**src/rtl/wb_patch_master_if.sv**
```systemverilog
// Command/response handshake and Wishbone classic bus bundle for wb_patch_master.
// The master modport is the block's own view; slave is the loader/memory side.
interface wb_patch_master_if #(
   parameter int DATA_WIDTH = 11,
   parameter int PATCH_SIZE = 5,
   parameter int ADDR_WIDTH = 9
);
   localparam int PW = DATA_WIDTH * PATCH_SIZE;

   logic                  cmd_valid;
   logic                  cmd_ready;
   logic                  cmd_we;
   logic [ADDR_WIDTH-1:0] cmd_addr;
   logic [PW-1:0]         cmd_wpatch;
   logic                  rsp_valid;
   logic                  rsp_err;
   logic [PW-1:0]         rsp_rpatch;
   logic                  wbm_cyc_o;
   logic                  wbm_stb_o;
   logic                  wbm_we_o;
   logic [3:0]            wbm_sel_o;
   logic [31:0]           wbm_adr_o;
   logic [31:0]           wbm_dat_o;
   logic                  wbm_ack_i;
   logic [31:0]           wbm_dat_i;

   modport master (
      input  cmd_valid, cmd_we, cmd_addr, cmd_wpatch, wbm_ack_i, wbm_dat_i,
      output cmd_ready, rsp_valid, rsp_err, rsp_rpatch,
             wbm_cyc_o, wbm_stb_o, wbm_we_o, wbm_sel_o, wbm_adr_o, wbm_dat_o
   );

   modport slave (
      output cmd_valid, cmd_we, cmd_addr, cmd_wpatch, wbm_ack_i, wbm_dat_i,
      input  cmd_ready, rsp_valid, rsp_err, rsp_rpatch,
             wbm_cyc_o, wbm_stb_o, wbm_we_o, wbm_sel_o, wbm_adr_o, wbm_dat_o
   );
endinterface

```
**src/rtl/wb_patch_master.sv**
```systemverilog
// Wishbone classic master moving one query patch per command as two 32-bit beats,
// with a one-cycle GAP between beats and a per-beat ack timeout.
module wb_patch_master #(
   parameter int          DATA_WIDTH = 11,
   parameter int          PATCH_SIZE = 5,
   parameter int          ADDR_WIDTH = 9,
   parameter logic [31:0] BASE_ADDR  = 32'h3000_0000,
   parameter int          TIMEOUT    = 16
) (
   input logic               clk,
   input logic               rst_n,
   wb_patch_master_if.master bus
);
   localparam int W  = DATA_WIDTH * PATCH_SIZE;
   localparam int HW = W - 32;
   localparam int CW = $clog2(TIMEOUT + 1);

   typedef enum logic [2:0] {IDLE, BEAT0, GAP, BEAT1, RESP} state_t;

   state_t                state_q, state_d;
   logic                  we_q, we_n, err_q, err_d;
   logic [ADDR_WIDTH-1:0] addr_q, addr_n;
   logic [W-1:0]          wp_q, wp_n, rd_q, rd_n;
   logic [CW-1:0]         wait_q;
   logic                  stb, tmo, cyc_d, stb_d;

   assign stb   = (state_q == BEAT0) || (state_q == BEAT1);
   assign tmo   = (wait_q == CW'(TIMEOUT - 1));
   assign cyc_d = state_d inside {BEAT0, GAP, BEAT1};
   assign stb_d = state_d inside {BEAT0, BEAT1};

   always_ff @(posedge clk) begin
      if (!rst_n) state_q <= IDLE;
      else        state_q <= state_d;
   end

   // Ack takes priority over a timeout landing on the same edge.
   always_comb begin
      state_d = state_q;
      err_d   = err_q;
      case (state_q)
         IDLE:  if (bus.cmd_valid) begin state_d = BEAT0; err_d = 1'b0; end
         BEAT0: if (bus.wbm_ack_i) state_d = GAP;
                else if (tmo) begin state_d = RESP; err_d = 1'b1; end
         GAP:   state_d = BEAT1;
         BEAT1: if (bus.wbm_ack_i) state_d = RESP;
                else if (tmo) begin state_d = RESP; err_d = 1'b1; end
         RESP:  state_d = IDLE;
         default: state_d = IDLE;
      endcase
   end

   always_comb begin
      we_n   = we_q;
      addr_n = addr_q;
      wp_n   = wp_q;
      rd_n   = rd_q;
      if (state_q == IDLE && bus.cmd_valid) begin
         we_n   = bus.cmd_we;
         addr_n = bus.cmd_addr;
         wp_n   = bus.cmd_wpatch;
         rd_n   = '0;
      end
      if (state_q == BEAT0 && bus.wbm_ack_i) rd_n[31:0]  = bus.wbm_dat_i;
      if (state_q == BEAT1 && bus.wbm_ack_i) rd_n[W-1:32] = bus.wbm_dat_i[HW-1:0];
   end

   // Every output is a flop loaded from next-state values, so no input reaches a port combinationally.
   always_ff @(posedge clk) begin
      if (!rst_n) begin
         we_q           <= 1'b0;
         err_q          <= 1'b0;
         addr_q         <= '0;
         wp_q           <= '0;
         rd_q           <= '0;
         wait_q         <= '0;
         bus.cmd_ready  <= 1'b1;
         bus.rsp_valid  <= 1'b0;
         bus.rsp_err    <= 1'b0;
         bus.rsp_rpatch <= '0;
         bus.wbm_cyc_o  <= 1'b0;
         bus.wbm_stb_o  <= 1'b0;
         bus.wbm_we_o   <= 1'b0;
         bus.wbm_sel_o  <= 4'h0;
         bus.wbm_adr_o  <= '0;
         bus.wbm_dat_o  <= '0;
      end else begin
         we_q           <= we_n;
         err_q          <= err_d;
         addr_q         <= addr_n;
         wp_q           <= wp_n;
         rd_q           <= rd_n;
         wait_q         <= (stb && state_d == state_q) ? wait_q + 1'b1 : '0;
         bus.cmd_ready  <= (state_d == IDLE);
         bus.rsp_valid  <= (state_d == RESP);
         bus.rsp_err    <= (state_d == RESP) && err_d;
         bus.rsp_rpatch <= (state_d == RESP && !we_q && !err_d) ? rd_n : '0;
         bus.wbm_cyc_o  <= cyc_d;
         bus.wbm_stb_o  <= stb_d;
         bus.wbm_we_o   <= cyc_d && we_n;
         bus.wbm_sel_o  <= stb_d ? 4'hF : 4'h0;
         if (state_d == BEAT0) begin
            bus.wbm_adr_o <= BASE_ADDR + 32'({addr_n, 1'b0, 2'b00});
            bus.wbm_dat_o <= we_n ? wp_n[31:0] : 32'h0;
         end else if (state_d == BEAT1) begin
            bus.wbm_adr_o <= BASE_ADDR + 32'({addr_n, 1'b1, 2'b00});
            bus.wbm_dat_o <= we_n ? 32'(wp_n[W-1:32]) : 32'h0;
         end else begin
            bus.wbm_adr_o <= '0;
            bus.wbm_dat_o <= '0;
         end
      end
   end
endmodule

```
**src/flat_wrapper.sv**
```systemverilog
// flat-port wrapper written by rule: the top's interface ports become plain ports
module wb_patch_master_flat 
#(
   parameter int          DATA_WIDTH = 11,
   parameter int          PATCH_SIZE = 5,
   parameter int          ADDR_WIDTH = 9,
   parameter logic [31:0] BASE_ADDR  = 32'h3000_0000,
   parameter int          TIMEOUT    = 16
)
  (clk, rst_n, bus_cmd_valid, bus_cmd_we, bus_cmd_addr, bus_cmd_wpatch, bus_wbm_ack_i, bus_wbm_dat_i, bus_cmd_ready, bus_rsp_valid, bus_rsp_err, bus_rsp_rpatch, bus_wbm_cyc_o, bus_wbm_stb_o, bus_wbm_we_o, bus_wbm_sel_o, bus_wbm_adr_o, bus_wbm_dat_o);
  wb_patch_master_if #(.DATA_WIDTH(DATA_WIDTH), .PATCH_SIZE(PATCH_SIZE), .ADDR_WIDTH(ADDR_WIDTH)) bus_i ();
  input logic clk;
  input logic rst_n;
  input wire logic [$bits(bus_i.cmd_valid)-1:0] bus_cmd_valid;
  input wire logic [$bits(bus_i.cmd_we)-1:0] bus_cmd_we;
  input wire logic [$bits(bus_i.cmd_addr)-1:0] bus_cmd_addr;
  input wire logic [$bits(bus_i.cmd_wpatch)-1:0] bus_cmd_wpatch;
  input wire logic [$bits(bus_i.wbm_ack_i)-1:0] bus_wbm_ack_i;
  input wire logic [$bits(bus_i.wbm_dat_i)-1:0] bus_wbm_dat_i;
  output wire logic [$bits(bus_i.cmd_ready)-1:0] bus_cmd_ready;
  output wire logic [$bits(bus_i.rsp_valid)-1:0] bus_rsp_valid;
  output wire logic [$bits(bus_i.rsp_err)-1:0] bus_rsp_err;
  output wire logic [$bits(bus_i.rsp_rpatch)-1:0] bus_rsp_rpatch;
  output wire logic [$bits(bus_i.wbm_cyc_o)-1:0] bus_wbm_cyc_o;
  output wire logic [$bits(bus_i.wbm_stb_o)-1:0] bus_wbm_stb_o;
  output wire logic [$bits(bus_i.wbm_we_o)-1:0] bus_wbm_we_o;
  output wire logic [$bits(bus_i.wbm_sel_o)-1:0] bus_wbm_sel_o;
  output wire logic [$bits(bus_i.wbm_adr_o)-1:0] bus_wbm_adr_o;
  output wire logic [$bits(bus_i.wbm_dat_o)-1:0] bus_wbm_dat_o;
  assign bus_i.cmd_valid = bus_cmd_valid;
  assign bus_i.cmd_we = bus_cmd_we;
  assign bus_i.cmd_addr = bus_cmd_addr;
  assign bus_i.cmd_wpatch = bus_cmd_wpatch;
  assign bus_i.wbm_ack_i = bus_wbm_ack_i;
  assign bus_i.wbm_dat_i = bus_wbm_dat_i;
  assign bus_cmd_ready = bus_i.cmd_ready;
  assign bus_rsp_valid = bus_i.rsp_valid;
  assign bus_rsp_err = bus_i.rsp_err;
  assign bus_rsp_rpatch = bus_i.rsp_rpatch;
  assign bus_wbm_cyc_o = bus_i.wbm_cyc_o;
  assign bus_wbm_stb_o = bus_i.wbm_stb_o;
  assign bus_wbm_we_o = bus_i.wbm_we_o;
  assign bus_wbm_sel_o = bus_i.wbm_sel_o;
  assign bus_wbm_adr_o = bus_i.wbm_adr_o;
  assign bus_wbm_dat_o = bus_i.wbm_dat_o;
  wb_patch_master #(.DATA_WIDTH(DATA_WIDTH), .PATCH_SIZE(PATCH_SIZE), .ADDR_WIDTH(ADDR_WIDTH), .BASE_ADDR(BASE_ADDR), .TIMEOUT(TIMEOUT)) u_core (.clk(clk), .rst_n(rst_n), .bus(bus_i));
endmodule
```
**config.mk**
```make
export PLATFORM = sky130hd
export DESIGN_NAME = wb_patch_master_flat
export DESIGN_NICKNAME = d
export VERILOG_FILES = /design/src/rtl/wb_patch_master_if.sv /design/src/rtl/wb_patch_master.sv /design/src/flat_wrapper.sv
export SDC_FILE = /design/constraint.sdc
export NUM_CORES = 1
export LEC_CHECK = 0
export BUFFER_PORTS_ARGS = -buffer_cell sky130_fd_sc_hd__buf_4
export CAP_MARGIN = 0
export CORE_ASPECT_RATIO = 0.6
export CORE_UTILIZATION = 55
export CTS_CLUSTER_SIZE = 28
export DETAILED_ROUTE_END_ITERATION = 10
export GPL_TIMING_DRIVEN = 0
export PLACE_DENSITY = 0.84
export SLEW_MARGIN = 0
export SYNTH_ARGS = -nofsm -noshare
export SYNTH_HDL_FRONTEND = slang
export SYNTH_SLANG_ARGS = --single-unit
```
**constraint.sdc**
```tcl
create_clock -name clk -period 5.2 [get_ports clk]
set_input_delay 0.26 -clock clk [delete_from_list [all_inputs] [get_ports clk]]
set_output_delay 0.26 -clock clk [all_outputs]
set_load 0.05 [all_outputs]
```
## Yosys cells after proc, flatten, opt, wreduce, memory -nomap -nowiden

Index checks and enable logic that the tools add are counted.

| storage, ports and cells | value |
|---|---|
| flip-flop bits (word level) | 258 |
| output and inout bits | 129 |

| cells by class | value |
|---|---|
| add/subtract/negate cells | 3 |
| equal/unequal tests | 9 |
| multiplexer cells | 22 |
| reduce and logical (&&, ||, !) cells | 18 |

Operators with widths:

| operator | count |
|---|---|
| 32-bit 2-to-1 mux | 6 |
| 55-bit 2-to-1 mux | 2 |
| 30-bit by 12-bit adder with 31-bit output (first input constant) | 2 |
| 23-bit 2-to-1 mux | 2 |
| 3-bit by 2-bit equality test with 1-bit output (second input constant) | 4 |
| 3-bit 2-to-1 mux | 4 |
| 3-bit one-hot mux with 4 select lines | 1 |
| 9-bit 2-to-1 mux | 1 |
| 1-bit logical AND | 8 |
| 3-bit by 1-bit equality test with 1-bit output (second input constant) | 2 |
| 3-bit zero test | 2 |
| 5-bit by 1-bit adder with 5-bit output (second input constant) | 1 |
| 5-bit by 4-bit equality test with 1-bit output (second input constant) | 1 |
| 1-bit 2-to-1 mux | 4 |
| 4-bit 2-to-1 mux | 1 |
| 2-bit AND reduction | 2 |
| 3-bit equality test | 1 |
| 3-bit equality test (second input constant) | 1 |
| 3-bit nonzero test | 1 |
| 1-bit zero test | 2 |
| 1-bit one-hot mux with 2 select lines | 1 |
| 2-bit nonzero test | 1 |
| 2-bit OR reduction | 1 |
| 1-bit logical OR | 1 |

## Depth between registers and ports, before layout

| logic depth | value |
|---|---|
| depth after elaboration | 8 |
| mapped depth | 9 |

## Worst setup path before layout

No wires, ideal clock.

| timing path | value |
|---|---|
| path type | register to register |
| start point | register u_core.wait_q[0] |
| end point | register u_core.bus.wbm_dat_o[21] (netlist name) |
| library setup time | 75 ps |
| arrival | 1919 ps |
| slack | 3206 ps |
| cell stages (with the launch flop) | 10 |
| period minus slack after synthesis | 1994 ps |
| cell sequence | dfxtp_1 > ha_1 > and3_1 > ha_1 > nor2_1 > mux2i_1 > or4b_1 > buf_2 > buf_6 > o22ai_1 |

| between the ends | value |
|---|---|
| longest elaborated chain between the ends | 7 |
| elaborated cells between the ends (all ways) | 9 |

Ends and longest elaborated chain:

| item | line | text |
|---|---|---|
| from (decl) | wb_patch_master.sv:24 | `logic [CW-1:0] wait_q;` |
| from (signal assigned) | wb_patch_master.sv:93 | `wait_q <= (stb && state_d == state_q) ? wait_q + 1'b1 : '0;` |
| 5-bit by 4-bit equality test with 1-bit output * | wb_patch_master.sv:28 | `assign tmo = (wait_q == CW'(TIMEOUT - 1));` |
| 3-bit 2-to-1 mux * | wb_patch_master.sv:44, wb_patch_master.sv:47 |  |
| 3-bit 2-to-1 mux, on equally long branches | wb_patch_master.sv:46, wb_patch_master.sv:43 |  |
| 3-bit one-hot mux with 4 select lines * | wb_patch_master.sv:41 | `case (state_q)` |
| 3-bit by 2-bit equality test with 1-bit output | wb_patch_master.sv:105 | `end else if (state_d == BEAT1) begin` |
| 32-bit 2-to-1 mux | wb_patch_master.sv:105 |  |
| 32-bit 2-to-1 mux * | wb_patch_master.sv:102 | `if (state_d == BEAT0) begin` |
| to (signal assigned) | wb_patch_master.sv:104 | `bus.wbm_dat_o <= we_n ? wp_n[31:0] : 32'h0;` |
| to (signal assigned) | wb_patch_master.sv:107 | `bus.wbm_dat_o <= we_n ? 32'(wp_n[W-1:32]) : 32'h0;` |
| to (decl) | wb_patch_master_if.sv:30 | `wbm_cyc_o, wbm_stb_o, wbm_we_o, wbm_sel_o, wbm_adr_o, wbm_dat_o` |

Every way passes the cells marked *; elsewhere a longest branch is shown, timed or not.
A chain may end at the register's enable or synchronous reset.

## Final worst setup path

| timing path | value |
|---|---|
| start point | register u_core.wait_q[0] |
| end point | register u_core.bus.wbm_dat_o[9] (netlist name) |

Same word-level chain as after synthesis.

==> summary.md <==
| Metric | Value |
|---|---|
| Status | `complete, no violations` |
| Area growth syn-to-layout | `33.0%` |
| Synth Area in XOR/XNOR | `0.228%` |
| Crit path largest cell delay | `approximately 500 ps` |
| CP Launch Type | `flop` |
| CP Class | `flop to flop` |
| Setup crit start | `u_core.wait_q[0]` |
| EDFF count, synth | `0` |
| Gr busiest metal | `met1` |
| Ys Warns | `0` |
| P per Cell Area | `371 nW/um2` |
| Async SR Flop Fraction | `0%` |
| Pins Over Slew Limit | `0` |
| Worst hold path type | `input pin to flop` |
| Ratio of cells with drive above 1 in the final layout | `between 30% and 40%` |
| GPL Wtd Cong | `0.852` |
| Max Buffers Root-to-Sink | `3` |
| FF/Latch Area | `4640 um2` |
| Post-synthesis adder-cell area fraction | `less than 1%` |
| Final TNS setup | `0 ps` |
| Worst Max-Slew Pin Slew | `approximately 660 ps` |
| #FFs+latches synth | `232` |
| Crit path arrival time | `2700 ps` |
| Antenna violations before repair | `0` |
| Mux contribution to synthesized area | `7.56%` |
| Core area | `13700 um2` |
| Die Y | `93.6 um` |
| Clk_skew | `6.24 ps` |
| ANT cells | `0` |
| Max stage delay cell, worst path | `or4b_1` |
| Fmax | `436 MHz` |
| RSZ-0062 raised after global routing | `no` |
| Total grt overflow | `0` |
| Mean area per synthesized cell | `around 10 um2` |
| Worst-path maximum fanout | `10` |
| Filler instances | `1014` |
| Finished Cell Area | `10200 um2` |
| Initial core utilization | `56.3%` |
| Tmin final | `2300 ps` |
| Met3 Use GR | `5.56%` |
| Placed inst area | `around 9600 um2` |
| Period utilization | `44.2%` |
| Top-level I/O count | `230` |
| Max_cap viols | `0` |
| R2R cell count | `9` |
| Starting DRC count in detailed routing | `approximately 320` |
| Top cell type's share of synthesized area | `60.4%` |
| Post-route DRC | `0` |
| Final ANT Viol Nets | `0` |
| Synthesized area | `7690 um2` |
| Synth unique cells | `38` |
| Area of the multi-input gates | `2580 um2` |
| DR vias/cell | `approximately 5.0` |
| CP Capture Type | `flop` |
| First-pass GRT wire length | `29300 um` |
| Worst vdd ir | `0.000248 V` |
| Worst Setup EP | `u_core.bus.wbm_dat_o[9]` |
| Clk sinks | `232` |
| Most frequent cells after synthesis | `dfxtp_1 (232), nor2_1 (185), and3_1 (59)` |
| CTS tree | `done` |
| Simple-gate share of the synthesized area | `17.3%` |
| DPL Wire Length | `13500 um` |
| Reg-to-reg slack, setup | `about 2900 ps` |
| Vias in the first global route | `5649` |
| Hold_buf cts | `0` |
| Clock tree root buffer cell | `clkbuf_16` |
| Hold Vio Cnt, Final | `0` |
| Clock slew at reported path FFs | `70 ps` |
| Number of I/O port buffers | `209` |
| Primary FF master, synth | `dfxtp_1` |
| Worst-skew pair later-pin latency | `480 ps` |
| Post-CTS setup buffer count | `0` |
| Total global-route track usage | `25.7%` |
| Slew headroom | `55.8%` |
| Largest family of logic cells by synthesized area | `simple AND/OR/NAND/NOR gates` |
| Reg2reg start | `u_core.wait_q[0]` |
| Post-CTS Resized | `0` |
| Compound-gate portion of the synthesized area | `7.09%` |
| DR WL/cell | `roughly 15 um` |
| TritonRoute pass-1 iters | `4` |
| # rows | `33` |
| WP data required | `5600 ps` |
| Total CTS buffers | `20` |
| Fin nets | `1116` |
| Most common cell in the netlist | `dfxtp_1` |
| Die area | `roughly 14000 um2` |
| Met1 Use GR | `38.4%` |
| Cell taking the most area after synthesis | `dfxtp_1` |
| Die W | `between 150 and 200 um` |
| Largest net degree at the start of global routing | `17` |
| Reg2Reg Capture Point | `u_core.bus.wbm_dat_o[9]` |
| Routed wire length | `18800 um` |
| Cell chain of the critical path | `ha_1, and3_1, ha_1, nor2_1, mux2i_1, or4b_1, buf_2, buf_6, o22ai_1` |
| DR vias | `6051` |
| Leakage Power | `approximately 4.7 nW` |
| Met2 GRT Util | `37.6%` |
| Post-Syn Instances | `763` |
| Final setup fails | `0` |
| Post-synthesis sequential area ratio | `60.4%` |
| Synth area leaders | `dfxtp_1 (60%), nor2_1 (9.0%), mux2i_1 (7.4%)` |
| H-tree levels | `1` |
| Crit-path most repeated cell | `ha_1` |
how the worst min path moves through the flow:
stage                      startpoint          endpoint  cells after the start
floorplan           bus_wbm_dat_i[10]   u_core.rd_q[10]                      2
global placement     u_core.wait_q[0]  u_core.wait_q[0]                      1
detailed placement   u_core.wait_q[0]  u_core.wait_q[0]                      1
CTS                 bus_wbm_dat_i[13]   u_core.rd_q[13]                      3
global route        bus_wbm_dat_i[15]   u_core.rd_q[15]                      3
finish              bus_wbm_dat_i[27]   u_core.rd_q[27]                      3
layout by cell type, fill, tap and decap left out, types with 3 or more instances in the layout:
| cell | count |
|---|---|
| o22ai_1 | 23 |
| buf_6 | 12 |
| clkbuf_16 | 21 |
| buf_4 | 242 |
| clkbuf_1 | 28 |
| mux2i_1 | 57 |
| and3_1 | 59 |
| nor2_1 | 185 |
| dfxtp_1 | 232 |
| a21oi_2 | 10 |
| clkinv_2 | 3 |
| a21oi_1 | 55 |
| nand2_1 | 22 |
| conb_1 | 20 |
| clkbuf_8 | 5 |
| nor2b_1 | 11 |
| buf_2 | 9 |
state kept, by name (all words and copies together) (netlist names), 3 cells and up:
register               cells
u_core.bus.wbm_adr_o      10
u_core.rd_q               55
u_core.bus.wbm_dat_o      32
u_core.addr_q              9
u_core.wp_q               55
u_core.wait_q              5
u_core.state_q             3
u_core.bus.rsp_rpatch     55
metrics by stage:
stage | hold slack [ps] | utilization [%] | power, mW | instances | worst slack (ps)
after floorplan | 393 | - | 2.20 | 782 | 3210
after global placement | 439 | 70.1 | 2.34 | 1183 | 2950
after detailed placement | 447 | 70.1 | 2.35 | 1183 | 2990
after CTS | 6.79 | 74.9 | 3.82 | 1217 | 2910
after global routing | 17.5 | 74.9 | 3.93 | 1217 | 2770
final | 26.7 | 74.9 | 3.80 | 1217 | 2900
where the power goes:
group | internal, mW | switching [mW] | total (mW)
logic | 0.179 | 0.284 | 0.464
registers | 1.84 | 0.0178 | 1.86
clock network | 0.858 | 0.622 | 1.48
total | 2.88 | 0.924 | 3.80
kinds of logic (layout without fill, tap and decap cells):
group | Yosys count | in the layout
buf+inv | 84 | 327
mux | 58 | 58
compound gates | 93 | 93
xor+xnor | 2 | 2
flops | 232 | 232
fa+ha+maj | 2 | 2
simple gates | 291 | 291
other cells | 1 | 20
layer usage:
layer	vias to the layer above	routed length, um	share of wire, %
li1	2977	-	-
met1	2830	9340	50
met2	223	7900	42
met3	21	1250	6.6
met4	0	307	1.6
met5	-	0	0
worst max-delay path, delay by kind of cell (launching register included):
kind	cells	cell delay, ps
multiplexers	1	110
AND/OR/NAND/NOR	3	800
adder cells (fa/ha/maj)	2	440
AO/OA/AOI/OAI	1	170
buffers and inverters	2	350
flip-flops	1	340
final cells by class:
class	count	share of cell area [%]
Buffer	81	5.18
Clock buffer	29	5.92
Clock inverter	5	0.514
Inverter	3	0.110
Multi-Input combinational cell	466	25.2
Sequential cell	232	45.4
Tap cell	192	2.35
Timing Repair Buffer	209	15.3
Note: power is estimated with default switching activity, not from simulation.
